### src/rtl/bear_encode_if.sv
// Angle/sync bus from the bearing generator to a bearing decoder or antenna simulator.
// master = generator side, slave = consumer side.
interface bear_encode_if;
  logic [11:0] angle;
  logic        synclk;
  logic        north;
  logic        arp;
  logic [3:0]  sector;

  modport master (output angle, synclk, north, arp, sector);
  modport slave  (input  angle, synclk, north, arp, sector);
endinterface

### src/rtl/bear_encode.sv
// Azimuth bearing generator: 12-bit angle stepped every step_div 5us ticks, synclk per new angle, ARP at north.
// Optional reverse rotation: define BEAR_ENCODE_DIR_EN to add the dir port.
module bear_encode (
  input  logic          clk,
  input  logic          reset,
  input  logic          t5us,
  input  logic          run,
  input  logic [15:0]   step_div,
  input  logic [7:0]    sync_hi,
  input  logic          preset,
  input  logic [11:0]   preset_angle,
`ifdef BEAR_ENCODE_DIR_EN
  input  logic          dir,
`endif
  bear_encode_if.master bus
);

  typedef enum logic [1:0] {
    SY_IDLE = 2'd0,
    SY_HIGH = 2'd1,
    SY_GAP  = 2'd2
  } sync_state_t;

  // A programmed rate of zero behaves as one tick.
  function automatic logic [15:0] eff_div16(input logic [15:0] v);
    return (v == 16'd0) ? 16'd1 : v;
  endfunction

  function automatic logic [7:0] eff_hi8(input logic [7:0] v);
    return (v == 8'd0) ? 8'd1 : v;
  endfunction

  logic [15:0] tick_cnt_r;
  logic [11:0] angle_r;
  logic        north_r;
  logic        arp_r;
  logic        synclk_r;
  logic [7:0]  hi_cnt_r;
  sync_state_t state_r;

  logic [15:0] div_last_s;
  logic [7:0]  hi_last_s;
  logic        step_s;
  logic        event_s;
  logic        rev_s;
  sync_state_t state_nx_s;
  logic [7:0]  hi_cnt_nx_s;
  logic        synclk_nx_s;

`ifdef BEAR_ENCODE_DIR_EN
  assign rev_s = dir;
`else
  assign rev_s = 1'b0;
`endif

  // Step qualification; >= lets a shortened step_div fire on the very next tick.
  always_comb begin
    div_last_s = eff_div16(step_div) - 16'd1;
    hi_last_s  = eff_hi8(sync_hi) - 8'd1;
    if (run && t5us && (tick_cnt_r >= div_last_s)) begin
      step_s = 1'b1;
    end else begin
      step_s = 1'b0;
    end
    event_s = step_s | preset;
  end

  // Step timer: holds (does not clear) while run is low so a partial interval resumes.
  always_ff @(posedge clk or posedge reset) begin
    if (reset) begin
      tick_cnt_r <= 16'd0;
    end else if (preset || step_s) begin
      tick_cnt_r <= 16'd0;
    end else if (run && t5us) begin
      tick_cnt_r <= tick_cnt_r + 16'd1;
    end else begin
      tick_cnt_r <= tick_cnt_r;
    end
  end

  // Angle, ARP and north registers; preset overrides a coincident step.
  always_ff @(posedge clk or posedge reset) begin
    if (reset) begin
      angle_r <= 12'd0;
      arp_r   <= 1'b0;
      north_r <= 1'b1;
    end else begin
      north_r <= (angle_r == 12'd0);
      if (preset) begin
        angle_r <= preset_angle;
        arp_r   <= 1'b0;
      end else if (step_s) begin
        if (rev_s) begin
          angle_r <= angle_r - 12'd1;
          arp_r   <= 1'b0;
        end else begin
          angle_r <= angle_r + 12'd1;
          arp_r   <= (angle_r == 12'hFFF);
        end
      end else begin
        angle_r <= angle_r;
        arp_r   <= 1'b0;
      end
    end
  end

  // Sync FSM state register.
  always_ff @(posedge clk or posedge reset) begin
    if (reset) begin
      state_r  <= SY_IDLE;
      hi_cnt_r <= 8'd0;
      synclk_r <= 1'b0;
    end else begin
      state_r  <= state_nx_s;
      hi_cnt_r <= hi_cnt_nx_s;
      synclk_r <= synclk_nx_s;
    end
  end

  // Sync FSM next state; a new angle during a pulse forces a one-clk low gap.
  always_comb begin
    state_nx_s  = state_r;
    hi_cnt_nx_s = hi_cnt_r;
    case (state_r)
      SY_IDLE: begin
        if (event_s) begin
          state_nx_s  = SY_HIGH;
          hi_cnt_nx_s = 8'd0;
        end else begin
          state_nx_s  = SY_IDLE;
          hi_cnt_nx_s = hi_cnt_r;
        end
      end
      SY_HIGH: begin
        if (event_s) begin
          state_nx_s  = SY_GAP;
          hi_cnt_nx_s = hi_cnt_r;
        end else if (t5us) begin
          if (hi_cnt_r >= hi_last_s) begin
            state_nx_s  = SY_IDLE;
            hi_cnt_nx_s = hi_cnt_r;
          end else begin
            state_nx_s  = SY_HIGH;
            hi_cnt_nx_s = hi_cnt_r + 8'd1;
          end
        end else begin
          state_nx_s  = SY_HIGH;
          hi_cnt_nx_s = hi_cnt_r;
        end
      end
      SY_GAP: begin
        // Any step arriving here is absorbed into the pending pulse.
        state_nx_s  = SY_HIGH;
        hi_cnt_nx_s = 8'd0;
      end
      default: begin
        state_nx_s  = SY_IDLE;
        hi_cnt_nx_s = 8'd0;
      end
    endcase
  end

  // Sync FSM output, decoded from next state so synclk is a flop aligned with angle.
  always_comb begin
    synclk_nx_s = 1'b0;
    if (state_nx_s == SY_HIGH) begin
      synclk_nx_s = 1'b1;
    end else begin
      synclk_nx_s = 1'b0;
    end
  end

  assign bus.angle  = angle_r;
  assign bus.synclk = synclk_r;
  assign bus.north  = north_r;
  assign bus.arp    = arp_r;
  assign bus.sector = angle_r[11:8];

endmodule

### src/flat_wrapper.sv
// flat-port wrapper written by rule: the top's interface ports become plain ports
module bear_encode_flat 
  (clk, reset, t5us, run, step_div, sync_hi, preset, preset_angle, bus_angle, bus_synclk, bus_north, bus_arp, bus_sector);
  bear_encode_if bus_i ();
  input  logic clk;
  input  logic reset;
  input  logic t5us;
  input  logic run;
  input  logic [15:0] step_div;
  input  logic [7:0] sync_hi;
  input  logic preset;
  input  logic [11:0] preset_angle;
  output wire logic [$bits(bus_i.angle)-1:0] bus_angle;
  output wire logic [$bits(bus_i.synclk)-1:0] bus_synclk;
  output wire logic [$bits(bus_i.north)-1:0] bus_north;
  output wire logic [$bits(bus_i.arp)-1:0] bus_arp;
  output wire logic [$bits(bus_i.sector)-1:0] bus_sector;
  assign bus_angle = bus_i.angle;
  assign bus_synclk = bus_i.synclk;
  assign bus_north = bus_i.north;
  assign bus_arp = bus_i.arp;
  assign bus_sector = bus_i.sector;
  bear_encode u_core (.clk(clk), .reset(reset), .t5us(t5us), .run(run), .step_div(step_div), .sync_hi(sync_hi), .preset(preset), .preset_angle(preset_angle), .bus(bus_i));
endmodule
### config.mk
export PLATFORM = sky130hd
export DESIGN_NAME = bear_encode_flat
export DESIGN_NICKNAME = d
export VERILOG_FILES = /design/src/rtl/bear_encode_if.sv /design/src/rtl/bear_encode.sv /design/src/flat_wrapper.sv
export SDC_FILE = /design/constraint.sdc
export NUM_CORES = 1
export LEC_CHECK = 0
export CORE_MARGIN = 5
export CORE_UTILIZATION = 45
export DETAILED_ROUTE_END_ITERATION = 8
export PLACE_DENSITY = 0.71
export SLEW_MARGIN = 10
export SYNTH_ARGS = -nofsm -noshare
export SYNTH_HDL_FRONTEND = slang
export SYNTH_SLANG_ARGS = --single-unit
### constraint.sdc
create_clock -name clk -period 2.7 [get_ports clk]
set_clock_uncertainty 0.05 [all_clocks]
set_input_delay 0.54 -clock clk [delete_from_list [all_inputs] [get_ports clk]]
set_output_delay 0.54 -clock clk [all_outputs]
set_load 0.02 [all_outputs]
==> impl_metrics.ini <==
[pwr]
power_density_nw_per_um2 = 412
finalPower_mw = 1.81
combinationalPowerShare_pct = 33.5
leakagePower_nw = 1.86
p_int_mw = 1.18
clkPwrFrac_pct = 23.8
ir_drop_uv = 304
p_seq_share_pct = 42.7
p_switching_uw = 632
sw_frac_of_total_pct = 34.9

[synth]
synthAdderAreaFrac_pct = 12.2
synth_area_leaders = dfrtp_1, ha_1, xnor2_1, nor2_1, o21ai_0
synth-warning-count = 0
ys_types = 41
synth_edf_count = 0
synth_area_sq_um = 3070
synthArstFlopShare_pct = 100
synth_cells = 366
mappedNetlistNets = 437
synth_simple_gate_area_share_pct = 24.1
seq_area_frac_synth_pct = 33.4
ys_ff_latch = 41
avgSynthCellArea_sq_um = 8.40
yosysTopAreaCellShare_pct = 32.6
synth_compound_area_share_pct = 13.7
synth_xor_xnor_area_share_pct = 11.1
synth_top_family_by_area = simple AND/OR/NAND/NOR gates
synth_mux_area_share_pct = 1.06
synth_area_leader_cell = dfrtp_1
ys.flop_type = dfrtp_1

[drt]
drt_pre_antenna_iters = 4
drcViolationCount = 0
wl_per_cell_um = 14.4
route.final.wire_length_mm = 7.92
vias = 2967
ant_nets = 0
first_iter_violations = 116
viasPerCell = 5.38

[placement]
gp_congestion = 0.849
dp.cells = 530
portBuffers = 59
dp_slack_ns = -2.67
hpwl_mm = 5.93

[floorplanning]
ios = 60
die_h_um = 92.7
core_area_sq_um = 6720
die_area_sq_um = 8580
die_w_um = 92.7
start_util_pct = 45.8
row_count = 30

[min_path]
hold_class = reg -> reg
min-delay-start = u_core.tick_cnt_r[15]
hold_end = u_core.tick_cnt_r[15]
min_path_cells = 2

[layout]
fill_cells = 555
final_nets = 541
syn_to_final_growth_pct = 42.9
final_layout_size_suffix_gt1_share_pct = 20.4
regArea_sq_um = 1030
multiInputGateArea_sq_um = 2050
layout.cells.non_filler = 551
finish.utilization_pct = 65.4
layout_commonest_cell = clkdlybuf4s50_1
mostFrequentLayoutCells = clkdlybuf4s50_1, buf_4, dfrtp_1
n_antenna_cell = 0

[sta]
final_hold_viol_count = 0
fin_tns_setup_ns = -72.09
slew_viol_final = 0
tightest_slew_ns = 0.511
rsz0062_at_grt = yes
relSlewSlack_pct = 65.9
min_period_over_period_pct = 174
setup_slack_ns = -2.01
fmax_ghz = 0.212
finalSetupViolCount = 40
min_period_ns = 4.71

[clocking]
htreeDepth = 2
clock-sinks = 41
cts_buffers = 5
holdBufCountCts = 0
cts_max_path_buffers = 2
cts_root_buf = clkbuf_8
path_clk_slew_ns = 0.08
cts_tree = yes
clock_latency_ns = 0.31

[global_route]
grt_overflow = 0
grt_pass1_vias = 2881
antenna_found_initial = 0
grt_max_degree = 42
grt_first_pass_wirelength_mm = 13.2
grt_use_total_pct = 18.7

[outcome]
outcome = complete, but fails checks
violations = negative setup slack

[setup_path]
arrival_ns = 4.88
critPathCaptureType = flip-flop
cp-start-kind = input pin
crit_fanout = 5
rrSetupSlack_ns = 0.07
path_class = in -> reg
reg2reg_depth = 10
cp.required_ns = 2.87
r2r_start = u_core.tick_cnt_r[0]
r2r-end = u_core.hi_cnt_r[2]

[flow_run]
drv_cap = 0
[worst max-delay path, stage by stage]
cell	delay (ns)
buf_6	0.09
or4_4	0.53
or3_4	0.34
or4_4	0.49
or3_4	0.36
o21bai_4	0.14
inv_2	0.07
buf_4	0.13
buf_4	0.12
buf_4	0.12
ha_1	0.25
nand2b_1	0.14
a2111o_1	0.44
nand3_1	0.14
a31oi_4	0.12
buf_6	0.15
buf_6	0.12
or4_4	0.48
a21oi_2	0.12
[kinds of logic after synthesis]
family / after synthesis
buf+inv: 32
mux: 3
flops: 41
simple gates: 150
fa+ha+maj: 30
compound gates: 71
xor+xnor: 39
[worst max-delay path by stage]
stage | slack, ns | endpoint | start
CTS | -2.00 | u_core.hi_cnt_r[6] | step_div[4]
global route | -2.17 | u_core.hi_cnt_r[2] | step_div[4]
detailed placement | -2.67 | u_core.hi_cnt_r[6] | step_div[7]
floorplan | -2.07 | u_core.hi_cnt_r[6] | step_div[7]
finish | -2.01 | u_core.hi_cnt_r[2] | step_div[4]
global placement | -2.52 | u_core.hi_cnt_r[2] | step_div[7]
[state kept, by name (all words and copies together), names as in the netlist]
name	flops
u_core.bus.angle	12
u_core.hi_cnt_r	8
u_core.tick_cnt_r	16
u_core.bus.synclk	1
u_core.bus.north	1
u_core.state_r	2
u_core.bus.arp	1
[cell type report]
cell class	count	area share, %
tap	80	2.28
timing repair buffer	111	23.9
clock inverter	3	0.570
sequential	41	23.4
clock buffer	5	1.57
inverter	18	1.54
multi-input combinational	293	46.8
[power by group through the flow]
stage	sequential (mW)	combinational, mW	clock [mW]
final	0.773	0.606	0.432
after global routing	0.784	0.668	0.470
after CTS	0.763	0.560	0.437
after detailed placement	0.772	0.542	0
after global placement	0.771	0.529	0
after floorplan	0.755	0.324	0
[stage by stage]
| stage | hold WS (ns) | cell area [sq um] |
|---|---|---|
| global placement | 0.495 | 4060 |
| global route | 0.556 | 4390 |
| CTS | 0.528 | 4270 |
| finish | 0.532 | 4390 |
| detailed placement | 0.517 | 4060 |
| floorplan | 0.466 | 3160 |
[cells in the mapped netlist, drive strengths merged, types with 8 or more instances]
library cell / count
o21ai: 29
or3: 11
nand2: 34
nand3: 15
xnor2: 24
inv: 18
dfrtp: 40
nor2: 39
xor2: 15
a21oi: 23
nand4: 13
ha: 30
clkbuf: 8
nor3: 11
[what timing repair did]
action                     CTS  global route
setup buffers                9             4
pin swaps                   22            13
setup endpoints to repair   40            40
gates cloned                 0             1
resized for setup           36            26
[metal layers]
| layer | vias up | track usage (%) | part of all wire [%] |
|---|---|---|---|
| li1 | 1505 | - | - |
| met1 | 1395 | 22.8 | 43 |
| met2 | 54 | 32.7 | 51 |
| met3 | 13 | 3.74 | 4.2 |
| met4 | 0 | 6.11 | 2.4 |
| met5 | - | 0 | 0 |
No activity file was read; power rests on OpenSTA's default activity.
==> RTL change: new RTL, same settings <==
Add an input register stage for `step_div`, without a reset; this delays it by one clock. The other inputs are not delayed to match.
--- a/src/rtl/bear_encode.sv
+++ b/src/rtl/bear_encode.sv
@@ -22,2 +22,8 @@
   } sync_state_t;
+
+  logic [15:0] step_div_q;
+
+  always_ff @(posedge clk) begin
+    step_div_q <= step_div;
+  end
 
@@ -57,3 +63,3 @@
   always_comb begin
-    div_last_s = eff_div16(step_div) - 16'd1;
+    div_last_s = eff_div16(step_div_q) - 16'd1;
     hi_last_s  = eff_hi8(sync_hi) - 8'd1;
Behaviour: not the same (Yosys sat finds a counterexample within 4 cycles, from zero or initial values and one cycle with reset high).
==> RTL change against the original RTL <==
  * The run still ends with negative setup slack left
  * Total power is 33% higher
  * Final area is 20% higher
  * Core utilization is 2.7 points higher
  * Sequential cell count is 16 higher
  * Clock power is 94% higher
  * Via count is 15% higher
  * Routed wire length is 17% higher
  * Hold slack worse by 0.047 ns
  * Worst setup slack better by 0.99 ns
  * Area after synthesis is 17% higher
  * Critical path type is now reg2reg
  * Critical endpoint is now u_core.hi_cnt_r[7]
==> RTL change: results (changes against the original RTL) <==
synth top area cells=dfrtp_1, ha_1, dfxtp_1, nand2_1, nor2_1; hold_sp=u_core.bus.angle[9]; TritonCTS buffer count=9 (+4); CTS root buf=clkbuf_8; sequential area share after synthesis=0.374 (+0.0396); Worst setup EP type=flip-flop; Ys Warns=0 (unchanged); Synth Area in XOR/XNOR=0.0729 (-0.0382); endpoints failing setup=40 (unchanged); gr usage total=0.191 (+0.00447); worst r2r dst=u_core.hi_cnt_r[7]; H-tree depth=3 (+1); hpwl dp=6690 um (+13%); TNS Setup=-33.78 ns (+38.31 ns); setup ws final=-1.02 ns (+0.994 ns); WP data arrival=3.87 ns (-1.01 ns); GP Congestion=0.840 (-1.0%); Setup crit start kind=flip-flop; clk slew on worst S/H paths=0.07 ns; clk_lat worst skew=0.33 ns (+0.02 ns); diodes inserted=0 (unchanged); Hold EP=u_core.bus.north; Pleak=2.29 nW (+23%); R2R Path Start=u_core.step_div_q[11]; predominant post-synthesis flop cell=dfrtp_1; slowest CP cell=or4_4; status=finished, violations left; commonest cells in the netlist=dfrtp_1, nand2_1, nor2_1; Fin Hold WS=0.485 ns (-0.0466 ns); DR vias=3,400 (+15%); Post-Place Cell Area=4660 sq um (+15%); crit-path leading delay family=simple AND/OR/NAND/NOR gates; # port buffers=59 (unchanged); crit-path max FO=8 (+3); layout cell share with drive strength beyond 1=0.295 (+0.0909); initial antenna violation count=0 (unchanged); largest net degree at the start of global routing=42 (unchanged); post-synth cell types=66 (+61%); Final #Nets=575 (+6.3%); Hold Path Stages=1 (-1); Reg2Reg Depth=17 (+7); Hold WC Path Type=reg2reg; WL final=9290 um (+17%); initial DRC count=116 (unchanged); post-synthesis adder-cell area fraction=0.104 (-0.0180); clock tree buffer depth=2 (unchanged); multiplexer share of the synthesized area=0.00833 (-0.00225); 1st-pass router iterations=4 (unchanged); max incr delay on CP=0.55 ns (+0.02 ns); Synth Net Count=452 (+3.4%); global-route wire length before repair=15,500 um (+18%); VDD IR max=0.231 mV (-24%); vias in the first global route=3,408 (+18%); asr flop ratio synth=0.719 (-0.281); Worst Max-Slew Pin Slew=0.536 ns (+0.0245 ns); failing checks=negative setup slack; post-synthesis compound-gate area fraction=0.151 (+0.0138)
RTL change: cell types whose count changed after synthesis, moves of 7 or more:
cell     before  now
dfxtp_1       0   16
xnor2_1      24   15
nand4_1      13    4
a21oi_1      23    8
o21ai_0      29    4
o21ai_1       0    7
RTL change: final cells by class:
cell class | instances | area [sq um]
multi-input combinational | 298 | 2410
fill | 581 | 2480
inverter | 13 | 48.8
clock buffer | 13 | 201
timing repair buffer | 125 | 1130
sequential | 57 | 1350
tap | 102 | 128
clock inverter | 3 | 17.5
RTL change: per-stage QoR:
step	setup slack, ns	instances
after floorplan	-0.872	381
after global placement	-1.23	575
after detailed placement	-1.30	575
after CTS	-0.961	601
after global routing	-1.14	611
final	-1.02	611
RTL change: report_power, final:
group	switching [mW]	leakage [nW]	internal (mW)	total, mW
clock network	0.347	0.112	0.492	0.839
logic	0.266	1.51	0.289	0.555
registers	0.101	0.669	0.911	1.01
RTL change: layer usage:
| metal | vias up | track usage | part of all wire |
|---|---|---|---|
| li1 | 1641 | - | - |
| met1 | 1652 | 0.231 | 0.42 |
| met2 | 93 | 0.345 | 0.52 |
| met3 | 14 | 0.0379 | 0.051 |
| met4 | 0 | 0.0525 | 0.016 |
| met5 | - | 0 | 0 |
RTL change: kinds of logic after synthesis:
group / Yosys count
buffers and inverters: 27
and+or+nand+nor: 170
AOI/OAI and AO/OA: 64
muxes: 3
xor gates and xnor gates: 30
DFF: 57
adders and majority gates: 30
RTL change: timing repair:
| action | 4_1_cts | 5_1_grt |
|---|---|---|
| buffers inserted | 9 | 11 |
| cloned | 1 | 0 |
| endpoints found under the hold margin | 0 | 0 |
| pin swaps | 23 | 27 |
| resized for setup | 16 | 43 |
| endpoints found under the setup margin | 40 | 40 |
